[config.mk]
export PLATFORM = sky130hd
export DESIGN_NAME = cic_integrator_decim_flat
export DESIGN_NICKNAME = d
export VERILOG_FILES = /design/src/rtl/cic_integrator_decim_pkg.sv /design/src/rtl/cic_integrator_decim_if.sv /design/src/rtl/cic_integrator.sv /design/src/rtl/cic_integrator_decim.sv /design/src/flat_wrapper.sv
export SDC_FILE = /design/constraint.sdc
export NUM_CORES = 1
export LEC_CHECK = 0
export CAP_MARGIN = 5
export CORE_ASPECT_RATIO = 0.75
export CORE_UTILIZATION = 60
export CTS_CLUSTER_DIAMETER = 120
export DETAILED_ROUTE_END_ITERATION = 10
export PLACE_DENSITY = 0.79
export SETUP_SLACK_MARGIN = 0.4
export SLEW_MARGIN = 40
export SYNTH_ARGS = -nofsm -noshare
export SYNTH_HDL_FRONTEND = slang
export SYNTH_SLANG_ARGS = --single-unit
[constraint.sdc]
create_clock -name clock -period 7.2 [get_ports clock]
set_input_delay 1.8 -clock clock [delete_from_list [all_inputs] [get_ports clock]]
set_output_delay 1.8 -clock clock [all_outputs]
set_load 0.05 [all_outputs]
[src/rtl/cic_integrator_decim_pkg.sv]
// rtl/cic_integrator_decim_pkg.sv - shared sizing helpers for the CIC integrator and comb chains
package cic_integrator_decim_pkg;

    // Smallest n with 2**n >= value; 0 for value <= 1.
    function automatic int clog2(input int value);
        int r;
        r = 0;
        for (int i = 0; i < 31; i++) begin
            if ((1 << i) < value) begin
                r = i + 1;
            end
        end
        return r;
    endfunction

    // Accumulator width that keeps the full integrate/comb chain exact.
    function automatic int min_acc_width(input int in_width, input int stages, input int decimation);
        return in_width + stages * clog2(decimation);
    endfunction

endpackage

[src/rtl/cic_integrator_decim_if.sv]
// rtl/cic_integrator_decim_if.sv - sample stream in, decimated stream out
interface cic_integrator_decim_if #(
    parameter int IN_WIDTH  = 16,
    parameter int ACC_WIDTH = 64
);
    logic                 in_strobe;
    logic [IN_WIDTH-1:0]  in_data;
    logic                 out_strobe;
    logic [ACC_WIDTH-1:0] out_data;

    modport master (
        output in_strobe,
        output in_data,
        input  out_strobe,
        input  out_data
    );

    modport slave (
        input  in_strobe,
        input  in_data,
        output out_strobe,
        output out_data
    );
endinterface

[src/rtl/cic_integrator.sv]
// rtl/cic_integrator.sv - one strobe-enabled modulo-2^WIDTH accumulator
module cic_integrator #(
    parameter int WIDTH = 64
) (
    input  logic             clock,
    input  logic             reset_n,
    input  logic             en,
    input  logic [WIDTH-1:0] addend,
    output logic [WIDTH-1:0] acc
);

    always_ff @(posedge clock or negedge reset_n) begin
        if (!reset_n) begin
            acc <= '0;
        end else if (en) begin
            acc <= acc + addend;
        end
    end

endmodule

[src/rtl/cic_integrator_decim.sv]
// rtl/cic_integrator_decim.sv - cascaded integrators with every DECIMATION-th value strobed out
module cic_integrator_decim
    import cic_integrator_decim_pkg::*;
#(
    parameter int STAGES     = 3,
    parameter int DECIMATION = 40,
    parameter int IN_WIDTH   = 16,
    parameter int ACC_WIDTH  = 64
) (
    input  logic                   clock,
    input  logic                   reset_n,
    cic_integrator_decim_if.slave  bus
);

    localparam int CNT_W = clog2(DECIMATION);
    localparam logic [CNT_W-1:0] CNT_LAST = CNT_W'(DECIMATION - 1);

    logic [ACC_WIDTH-1:0] sample_ext;
    logic [ACC_WIDTH-1:0] acc [STAGES];
    logic [ACC_WIDTH-1:0] last_next;
    logic [CNT_W-1:0]     count;
    logic                 strobe_q;
    logic [ACC_WIDTH-1:0] data_q;

    // Size cast of a signed operand sign-extends (or wraps when ACC_WIDTH is narrower).
    assign sample_ext = ACC_WIDTH'($signed(bus.in_data));

    for (genvar k = 0; k < STAGES; k++) begin : g_stage
        logic [ACC_WIDTH-1:0] addend;

        if (k == 0) begin : g_first
            assign addend = sample_ext;
        end else begin : g_chain
            assign addend = acc[k-1];
        end

        // The value the last stage is about to take, so the output needs no extra cycle.
        if (k == STAGES - 1) begin : g_last
            assign last_next = acc[k] + addend;
        end

        cic_integrator #(.WIDTH(ACC_WIDTH)) u_int (
            .clock   (clock),
            .reset_n (reset_n),
            .en      (bus.in_strobe),
            .addend  (addend),
            .acc     (acc[k])
        );
    end

    always_ff @(posedge clock or negedge reset_n) begin
        if (!reset_n) begin
            count    <= '0;
            strobe_q <= 1'b0;
            data_q   <= '0;
        end else if (bus.in_strobe) begin
            if (count == CNT_LAST) begin
                count    <= '0;
                strobe_q <= 1'b1;
                data_q   <= last_next;
            end else begin
                count    <= count + CNT_W'(1);
                strobe_q <= 1'b0;
            end
        end else begin
            strobe_q <= 1'b0;
        end
    end

    assign bus.out_strobe = strobe_q;
    assign bus.out_data   = data_q;

endmodule

[src/flat_wrapper.sv]
// flat-port wrapper written by rule: the top's interface ports become plain ports
module cic_integrator_decim_flat import cic_integrator_decim_pkg::*;
#(
    parameter int STAGES     = 3,
    parameter int DECIMATION = 40,
    parameter int IN_WIDTH   = 16,
    parameter int ACC_WIDTH  = 64
)
  (clock, reset_n, bus_in_strobe, bus_in_data, bus_out_strobe, bus_out_data);
  cic_integrator_decim_if #(.IN_WIDTH(IN_WIDTH), .ACC_WIDTH(ACC_WIDTH)) bus_i ();
  input  logic clock;
  input  logic reset_n;
  input wire logic [$bits(bus_i.in_strobe)-1:0] bus_in_strobe;
  input wire logic [$bits(bus_i.in_data)-1:0] bus_in_data;
  output wire logic [$bits(bus_i.out_strobe)-1:0] bus_out_strobe;
  output wire logic [$bits(bus_i.out_data)-1:0] bus_out_data;
  assign bus_i.in_strobe = bus_in_strobe;
  assign bus_i.in_data = bus_in_data;
  assign bus_out_strobe = bus_i.out_strobe;
  assign bus_out_data = bus_i.out_data;
  cic_integrator_decim #(.STAGES(STAGES), .DECIMATION(DECIMATION), .IN_WIDTH(IN_WIDTH), .ACC_WIDTH(ACC_WIDTH)) u_core (.clock(clock), .reset_n(reset_n), .bus(bus_i));
endmodule
==> flow_summary_export.csv, run 1 <==
group,metric,value,unit
global_route,grt_pass1_vias,16700,
finish,final_cells,2884,
die,die_x,218.5,µm
worst_setup_path,start_kind,"input pin",
worst_setup_path,worstPathMaxFanout,5,
timing,hold_ws,471.9,ps
worst_setup_path,cp.arrival,5380,ps
cts,cts_tree,"done",
timing,finalCritPeriodShare,0.6829,
timing,max_slew_margin,0.5247,
cts,clock_path_buffers,3,
worst_setup_path,path_class,"input pin to flop",
cts,clock_latency,590,ps
global_route,grt_pass1_wl,89760,µm
cts,cts_resized,0,
die,core_area,34620,µm²
worst_setup_path,end_kind,"flop",
min_path,hp-class,"flop to flop",
global_route,antenna_found_initial,0,
synth,syn_avg_cell_area,8.768,µm²
drt,vias,18360,
timing,max_freq,203.4,MHz
synth,ys_types,84,
synth,yosysWarnings,0,
drt,drtIter0Drc,1846,
placed_design,placed_cells,2832,
synth,synthesis.area,21100,µm²
cts,cts-htree-levels,1,
die,dieHeight,164.4,µm
synth,synth-seq-cells,263,
timing,final-max-slew-violation-count,0,
cts,postCtsSetupBuffers,0,
job,drv_cap,0,
cts,cts.sink_count,263,
cts,cts.reportedPaths.clkPinSlew,60,ps
drt,wl,55740,µm
worst_setup_path,crit_required,7660,ps
timing,worst_pin_slew,695.0,ps
cts,root_buffer,"clkbuf_16",
placed_design,hpwl,42340,µm
timing,clock_skew,22.77,ps
finish,nets,2620,
finish,fillCellCount,2856,
run_status,outcome,"finished clean",
placed_design,place_congestion,0.9569,
timing,rsz0062_at_grt,"false",
timing,setup_viol,0,
finish,insertedDiodeCount,0,
synth,async_flop_share,1.000,
synth,mappedNetlistNets,2618,
synth,synthCells,2406,
die,die_area,35920,µm²
synth,synth-edff-count,0,
timing,fin_tns_setup,0,ps
timing,final-hold-violation-count,0,
timing,fin_crit,4917,ps
finish,syn2layout_area_growth,9.365,%
cts,hold_buffers,0,
global_route,grt.total_usage,0.3094,
cts,cts_buffers,27,
global_route,grt_max_degree,170,
synth,synth_ff_type,"dfrtp_1",
die,ioPinCount,84,
drt,viasPerCell,6.366,
drt,dr.pass1.iters,7,
finish,drive_gt1_frac,0.1117,
drt,wire_per_inst,19.33,µm
drt,ant_nets,0,
die,rows,59,
placed_design,numPortBuffers,83,
global_route,grt-ovfl-total,0,
drt,drc_errors,0,
synth,yosysSeqAreaShare,0.3120,
die,initial_core_util,0.6093,
[registers in the layout, indices dropped and copies added, names as in the netlist]
register,flops
u_core.bus.out_data,64
u_core.bus.out_strobe,1
u_core.count,6
u_core.g_stage.u_int.acc,192
[area by class of cell]
class,count,area (µm²),share of cell area
multi-input cells,1968,13850,0.6002
flip-flops and latches,263,6581,0.2853
repair buffers,92,984.7,0.04268
clock buffers,36,769.5,0.03335
well taps,457,571.8,0.02478
inverters,56,210.2,0.009111
clock inverters,12,105.1,0.004556
[routing by layer]
metal / routed length, µm / vias to the layer above / part of all wire / GRT usage
met5: 0 / - / 0 / 0
met4: 819 / 0 / 0.015 / 0.05022
met3: 5384 / 65 / 0.097 / 0.05138
met2: 20860 / 753 / 0.37 / 0.4058
met1: 28680 / 8741 / 0.51 / 0.5189
li1: - / 8801 / - / -
[cells in the final DEF (no fill, tap or decap), types with 9 or more instances in the layout]
cell             netlist  routed
o21ai_0              130     130
nand4_1               69      69
xor2_1                59      59
nor2_1               142     142
a31oi_1               19      19
a211oi_1              21      21
nand2_1              325     325
a21o_1                87      87
xnor2_1              121     121
and3_1                23      23
dfrtp_1              263     263
o31ai_1               10      10
a21boi_0              10      10
a21oi_1              235     235
clkdlybuf4s50_1        0      80
o21a_1                25      25
ha_1                 190     190
o211ai_1              13      13
nand3_1               50      50
o21bai_1              32      32
or2_2                  9       9
mux2_2               181     181
inv_1                 54      54
nor3_1                27      27
nand2b_1              11      11
nor2b_1               19      19
or3_1                 14      14
nor4_1                11      11
clkbuf_16              0      27
[worst paths after layout]
| check | startpoint | to | slack (ps) | cells after the start |
|---|---|---|---|---|
| setup / recovery | bus_in_data[0] | u_core.g_stage[0].u_int.acc[54]$_DFFE_PN0P_ | 2280 | 13 |
| hold reg to reg | u_core.bus.out_data[15]$_DFFE_PN0P_ | u_core.bus.out_data[15]$_DFFE_PN0P_ | 470 | 2 |
| hold / removal | u_core.bus.out_data[15]$_DFFE_PN0P_ | u_core.bus.out_data[15]$_DFFE_PN0P_ | 470 | 2 |
| min in group asynchronous | reset_n | u_core.g_stage[2].u_int.acc[57]$_DFFE_PN0P_ | 1070 | 1 |
| setup reg to reg | u_core.g_stage[1].u_int.acc[0]$_DFFE_PN0P_ | u_core.bus.out_data[58]$_DFFE_PN0P_ | 3160 | 12 |
| max in group asynchronous | reset_n | u_core.g_stage[0].u_int.acc[8]$_DFFE_PN0P_ | 5010 | 3 |
[stage by stage]
| stage | util | setup WS [ps] | area [µm²] |
|---|---|---|---|
| floorplan | - | 2562 | 21100 |
| global placement | 0.6385 | 1467 | 22110 |
| detailed placement | 0.6386 | 1666 | 22110 |
| CTS | 0.6638 | 2262 | 22980 |
| global route | 0.6664 | 2071 | 23070 |
| finish | 0.6664 | 2283 | 23070 |
[critical path: stages]
cell and delay, ps:
clkdlybuf4s50_1 410, ha_1 240, fa_1 440, a21o_1 230, a221oi_2 370, o211a_1 270, and4b_1 230, o2111ai_1 320
o31a_1 250, o21ai_1 170, a21boi_1 290, xnor2_1 100, mux2_2 260
[synthesized netlist by cell type, drive strengths merged (50+ instances only)]
master / instances / area, µm²
a21oi: 236 / 1185
xnor2: 121 / 1060
inv: 55 / 206.4
clkbuf: 106 / 397.9
nand2: 325 / 1220
o21ai: 136 / 684.4
mux2: 181 / 2038
nor2: 142 / 533.0
ha: 190 / 2377
a21o: 87 / 653.1
dfrtp: 263 / 6581
nand3: 50 / 250.2
xor2: 59 / 516.8
nand4: 69 / 431.7
[cell families (layout without fill, tap and decap cells)]
family,Yosys count,in the layout,share of synthesized area
flops,263,263,0.3120
buf+inv,175,196,0.03155
mux,183,183,0.09757
simple gates,727,727,0.1577
xor+xnor,180,180,0.07473
compound gates,685,685,0.2110
fa+ha+maj,193,193,0.1155
Power of run 1 is left out: the tool's default activity adds up to more than one toggle a clock period on the data nets, which glitch-free logic cannot reach.
==> inputs of run 2 (changes only) <==
--- a/config.mk
+++ b/config.mk
@@ -7,10 +7,10 @@
 export LEC_CHECK = 0
 export CAP_MARGIN = 5
 export CORE_ASPECT_RATIO = 0.75
-export CORE_UTILIZATION = 60
+export CORE_UTILIZATION = 57
 export CTS_CLUSTER_DIAMETER = 120
 export DETAILED_ROUTE_END_ITERATION = 10
-export PLACE_DENSITY = 0.79
+export PLACE_DENSITY = 0.78
 export SETUP_SLACK_MARGIN = 0.4
 export SLEW_MARGIN = 40
 export SYNTH_ARGS = -nofsm -noshare
==> constraint.sdc (replaced) <==
create_clock -name clock -period 4 [get_ports clock]
set_input_delay 1 -clock clock [delete_from_list [all_inputs] [get_ports clock]]
set_output_delay 1 -clock clock [all_outputs]
set_load 0.05 [all_outputs]
==> run 2 against run 1 <==
  * Critical path depth down 2
  * Hold slack worse by 45 ps
  * Count of clock-buffer cells in the layout increased by 4
==> flow_summary_export.csv, run 2 (synthesized netlist as in run 1, its figures left out) <==
group,metric,value,unit
timing,final-max-slew-violation-count,0,
worst_setup_path,critical-path-top-delay-family,"compound AO/OA/AOI/OAI gates",
worst_setup_path,start_kind,"flop",
global_route,grt_max_degree,107,
drt,drtIter0Drc,1914,
worst_setup_path,crit_path_cell_trace,"ha_1 > a21oi_1 > o21ai_0 > a21oi_1 > o21ai_0 > o21ai_1 > o22ai_2 > o31ai_1 > o21ai_0 > xor2_1 > mux2_2",
drt,drc_errors,0,
finish,nets,2721,
drt,wl_met3,5142,µm
cts,cts_buffers,28,
die,rows,60,
timing,setup_ws,449.3,ps
finish,largest_register,"u_core.g_stage.u_int.acc",
placed_design,dpl_worst_slack,-378.9,ps
global_route,grt_pass1_wl,94630,µm
drt,viasPerCell,6.250,
drt,wire_per_inst,19.39,µm
die,initial_core_util,0.5830,
drt,dr_wl_met2,22830,µm
timing,max_slew_margin,0.4924,
global_route,grt_pass1_vias,17710,
worst_setup_path,worst-path-buf-inv,0,
cts,cts.reportedPaths.clkPinSlew,60,ps
timing,clock_skew,20.50,ps
min_path,hp-class,"input pin to asynchronous set/reset pin",
timing,fin_tns_setup,0,ps
worst_setup_path,cp.arrival,4020,ps
cts,hold_buffers,0,
cts,cts.sink_count,263,
placed_design,place_congestion,0.9549,
global_route,antenna_found_initial,0,
timing,fin_crit,3551,ps
die,die_area,37790,µm²
timing,final-hold-violation-count,0,
worst_setup_path,slowest_stage,"o31ai_1",
finish,syn2layout_area_growth,15.33,%
timing,max_freq,281.6,MHz
finish,final_cell_mix,"nand2_1, dfrtp_1, a21oi_1",
cts,clock_path_buffers,3,
worst_setup_path,crit_required,4470,ps
global_route,grt-ovfl-total,0,
worst_setup_path,ff2ff_path_depth,11,
drt,m1WireLength,29990,µm
die,ioPinCount,84,
drt,vias,18920,
worst_setup_path,rrSetupSlack,450,ps
drt,highest_layer,"met4",
placed_design,hpwl,45030,µm
finish,largest_reg_flops,192,
global_route,grt.total_usage,0.3092,
finish,fillCellCount,2951,
worst_setup_path,cp_common_cell,"o21ai_0",
timing,finalCritPeriodShare,0.8877,
timing,rsz0062_at_grt,"true",
timing,setup_viol,0,
drt,wl,58680,µm
drt,dr.pass1.iters,7,
run_status,outcome,"finished clean",
worst_setup_path,max_stage_delay,510,ps
finish,drive_gt1_frac,0.1675,
worst_setup_path,end_kind,"flop",
job,drv_cap,0,
cts,root_buffer,"clkbuf_16",
finish,layout_commonest_cell,"nand2_1",
worst_setup_path,timing.rr.end,"u_core.bus.out_data[59]$_DFFE_PN0P_",
cts,clock_latency,580,ps
die,core_area,36180,µm²
worst_setup_path,r2r-start,"u_core.g_stage[1].u_int.acc[8]$_DFFE_PN0P_",
placed_design,numPortBuffers,83,
timing,hold_ws,426.6,ps
timing,worst_pin_slew,761.3,ps
finish,insertedDiodeCount,0,
die,dieHeight,168.6,µm
worst_setup_path,crit_cells,11,
drt,ant_nets,0,
worst_setup_path,worstPathMaxFanout,6,
worst_setup_path,path_class,"flop to flop",
cts,cts-htree-levels,1,
die,die_x,224.1,µm
cts,cts_tree,"done",
run 2: changes by cell type in the layout (fill, tap and decap cells not counted), sizes merged:
cell | previous run | this run
dlymetal6s2s | 0 | 1
clkbuf | 37 | 40
clkinv | 9 | 7
dlygate4sd2 | 0 | 2
clkinvlp | 2 | 3
buf | 11 | 112
inv | 56 | 55
clkdlybuf4s50 | 80 | 77
bufinv | 1 | 3
run 2: how the worst max path moves through the flow:
stage / from / to
finish: u_core.g_stage[1].u_int.acc[8]$_DFFE_PN0P_ / u_core.bus.out_data[59]$_DFFE_PN0P_
global route: u_core.g_stage[0].u_int.acc[0]$_DFFE_PN0P_ / u_core.g_stage[1].u_int.acc[50]$_DFFE_PN0P_
CTS: u_core.g_stage[1].u_int.acc[0]$_DFFE_PN0P_ / u_core.bus.out_data[58]$_DFFE_PN0P_
detailed placement: bus_in_data[0] / u_core.g_stage[0].u_int.acc[56]$_DFFE_PN0P_
global placement: bus_in_data[0] / u_core.g_stage[0].u_int.acc[56]$_DFFE_PN0P_
floorplan: bus_in_data[0] / u_core.g_stage[0].u_int.acc[54]$_DFFE_PN0P_
run 2: cell type report:
type	count	area, µm²	share of cell area
inverter	56	210.2	0.008640
timing repair buffer	192	1713	0.07041
sequential	263	6581	0.2705
clock inverter	12	171.4	0.007046
clock buffer	40	845.8	0.03477
tap	496	620.6	0.02551
multi-input combinational	1968	14190	0.5831
run 2: through the flow:
stage                     cells  utilization  instance area (µm²)
after floorplan            2406            -                21170
after global placement     2967       0.6353                22990
after detailed placement   2967       0.6353                22990
after CTS                  3022       0.6663                24110
after global routing       3027       0.6723                24330
final                      3027       0.6723                24330
run 2: worst reg2reg max path: stages, from the launching register on:
cell     delay (ps)
dfrtp_1         460
ha_1            390
a21oi_1         160
o21ai_0         180
a21oi_1         270
o21ai_0         170
o21ai_1         430
o22ai_2         200
o31ai_1         520
o21ai_0         200
xor2_1          200
mux2_2          280
run 2: layer usage:
metal | vias up | GRT usage
met1 | 9052 | 0.5087
met3 | 54 | 0.05346
met2 | 766 | 0.4203
met5 | - | 0.001290
met4 | 0 | 0.04258
li1 | 9046 | -
run 2: repair_timing:
item	in CTS	in global routing
gates resized for setup	16	35
pin swaps	14	19
setup endpoints to repair	29	40
setup buffers	3	5
Power of run 2 is left out for the same reason.
==> inputs of run 3 (changes only) <==
--- a/config.mk
+++ b/config.mk
@@ -15,4 +15,5 @@
 export SLEW_MARGIN = 40
 export SYNTH_ARGS = -nofsm -noshare
 export SYNTH_HDL_FRONTEND = slang
+export SYNTH_HIERARCHICAL = 1
 export SYNTH_SLANG_ARGS = --single-unit
==> run 3 against run 2 <==
  * Clock skew decreased by 4.8 ps
  * Hold slack improved by 9.2 ps
  * Wire length up 14%
  * Register-to-register slack is essentially flat
  * Highest routed layer unchanged
  * Sequential cell count is the same
  * Die area increased by 15%
  * Critical path type unchanged
  * Critical path depth up 1
  * Critical endpoint is now u_core/g_stage[2].u_int/acc[56]$_DFFE_PN0P_
  * Cell count grew 16%
  * Sequential share of layout area fell by 3.5 points
==> flow_summary_export.csv, run 3 <==
group,metric,value,unit
finish,drive_gt1_frac,0.1644,
finish,insertedDiodeCount,0,
cts,cts_buffers,30,
timing,final-hold-violation-count,0,
die,core_area,42050,µm²
timing,fin_crit,3546,ps
timing,max_freq,282.0,MHz
synth,syn_avg_cell_area,8.705,µm²
placed_design,place_congestion,0.9611,
synth,mappedNetlistNets,3065,
die,initial_core_util,0.5774,
die,ioPinCount,84,
finish,seqCellArea,6584,µm²
placed_design,hpwl,51500,µm
synth,synth-seq-cells,263,
finish,fillCellCount,3399,
synth,yosysWarnings,6,
timing,final-max-slew-violation-count,0,
finish,final_cell_mix,"a21oi_1, nand2_1, dfrtp_1",
finish,syn2layout_area_growth,15.19,%
worst_setup_path,end_kind,"flop",
cts,cts-htree-levels,1,
drt,drc_errors,0,
cts,cts.reportedPaths.clkPinSlew,60,ps
worst_setup_path,r2r-start,"u_core/g_stage[1].u_int/acc[0]$_DFFE_PN0P_",
die,rows,65,
synth,async_flop_share,1.000,
worst_setup_path,crit_required,4460,ps
timing,max_slew_margin,0.4691,
worst_setup_path,path_class,"flop to flop",
finish,largest_reg_flops,192,
placed_design,numPortBuffers,83,
drt,ant_nets,0,
finish,multi_input_area,17310,µm²
cts,cts.sink_count,263,
drt,wl,66940,µm
drt,viasPerCell,6.349,
timing,setup_viol,0,
worst_setup_path,worstPathMaxFanout,4,
finish,fin_util,0.6651,
synth,yosys-top-cells-count,"a21oi_1, nand2_1, dfrtp_1",
job,drv_cap,0,
die,die_x,240.3,µm
synth,yosysMostFrequentCell,"a21oi_1",
run_status,outcome,"finished clean",
synth,synth-edff-count,0,
timing,rsz0062_at_grt,"true",
cts,cts_tree,"done",
global_route,grt_max_degree,138,
die,dieHeight,180.7,µm
global_route,grt_pass1_vias,20670,
drt,dr.pass1.iters,8,
synth,netlist.area_leader.share,0.2711,
drt,drtIter0Drc,2667,
cts,clock_latency,580,ps
synth,yosysSeqAreaShare,0.2711,
drt,wire_per_inst,19.02,µm
global_route,grt-ovfl-total,0,
synth,ys_types,95,
worst_setup_path,start_kind,"flop",
cts,clock_path_buffers,3,
global_route,grt_pass1_wl,107700,µm
worst_setup_path,critical_path.startpoint,"u_core/g_stage[1].u_int/acc[0]$_DFFE_PN0P_",
drt,vias,22350,
timing,worst_pin_slew,796.4,ps
synth,synthesis.area,24280,µm²
finish,nets,3204,
global_route,antenna_found_initial,0,
finish,largest_register,"u_core/g_stage.u_int/acc",
timing,finalCritPeriodShare,0.8865,
global_route,grt.total_usage,0.3022,
worst_setup_path,cp.arrival,4010,ps
die,die_area,43430,µm²
cts,root_buffer,"clkbuf_16",
synth,synthCells,2789,
timing,clock_skew,15.68,ps
synth,synth_area_leaders,"dfrtp_1, ha_1, mux2_2, a21oi_1, xnor2_1",
finish,layout_commonest_cell,"a21oi_1",
synth,synth_ff_type,"dfrtp_1",
min_path,hp-class,"input pin to asynchronous set/reset pin",
synth,yosys.area.top_type,"dfrtp_1",
-- run 3: cell type report --
cell class,count,share of cell area
clock buffer,42,0.03244
clock inverter,13,0.007651
timing repair buffer,216,0.07011
tap,569,0.02546
sequential,263,0.2354
multi-input combinational,2342,0.6189
inverter,75,0.01007
-- run 3: per-stage QoR --
stage          setup WS (ps)  std cells  hold slack [ps]  TNS, ps  cell area, µm²
2_1_floorplan          427.7       2789            460.4        0           24280
3_3_place_gp          -449.7       3454            459.0    -5902           26360
3_5_place_dp          -482.7       3454            469.8    -6868           26360
4_1_cts                331.5       3512            450.7        0           27600
5_1_grt                359.5       3520            482.1        0           27970
6_report               454.0       3520            435.8        0           27970
-- run 3: path summary, 6_finish.rpt --
path                            depth (start not counted)                                     endpoint  slack (ps)
worst max register to register                         12  u_core/g_stage[2].u_int/acc[56]$_DFFE_PN0P_         450
worst min register to register                          2          u_core/bus.out_data[18]$_DFFE_PN0P_         480
min in group clock                                      2          u_core/bus.out_data[18]$_DFFE_PN0P_         480
worst max-delay path                                   12  u_core/g_stage[2].u_int/acc[56]$_DFFE_PN0P_         450
max in group asynchronous                               2  u_core/g_stage[0].u_int/acc[10]$_DFFE_PN0P_        2740
worst min-delay path                                    1          u_core/bus.out_data[58]$_DFFE_PN0P_         440
-- run 3: cell families after synthesis --
family | share of synthesized area
compound gates | 0.2589
simple gates | 0.1406
flops | 0.2711
fa+ha+maj | 0.1337
xor+xnor | 0.08442
buf+inv | 0.03072
mux | 0.08065
-- run 3: what timing repair did --
action	4_1_cts	5_1_grt
pin swaps	8	30
gates resized for setup	15	62
hold buffers	0	0
buffers inserted	3	8
endpoints found under the setup margin	17	48
-- run 3: worst max-delay path: stages, from the launching register on --
cell	delay [ps]
dfrtp_2	440
ha_1	230
fa_1	400
a21o_1	220
a221oi_2	320
or4_4	220
a31oi_4	100
a22o_4	280
a41o_4	300
a211oi_4	340
o21bai_1	160
xor2_1	160
mux2_2	270
-- run 3: layer usage --
layer	part of all wire	global-route usage
met1	0.50	0.4950
met2	0.40	0.4171
met3	0.079	0.03728
met4	0.018	0.05605
met5	0	0
Power of run 3 is left out for the same reason.
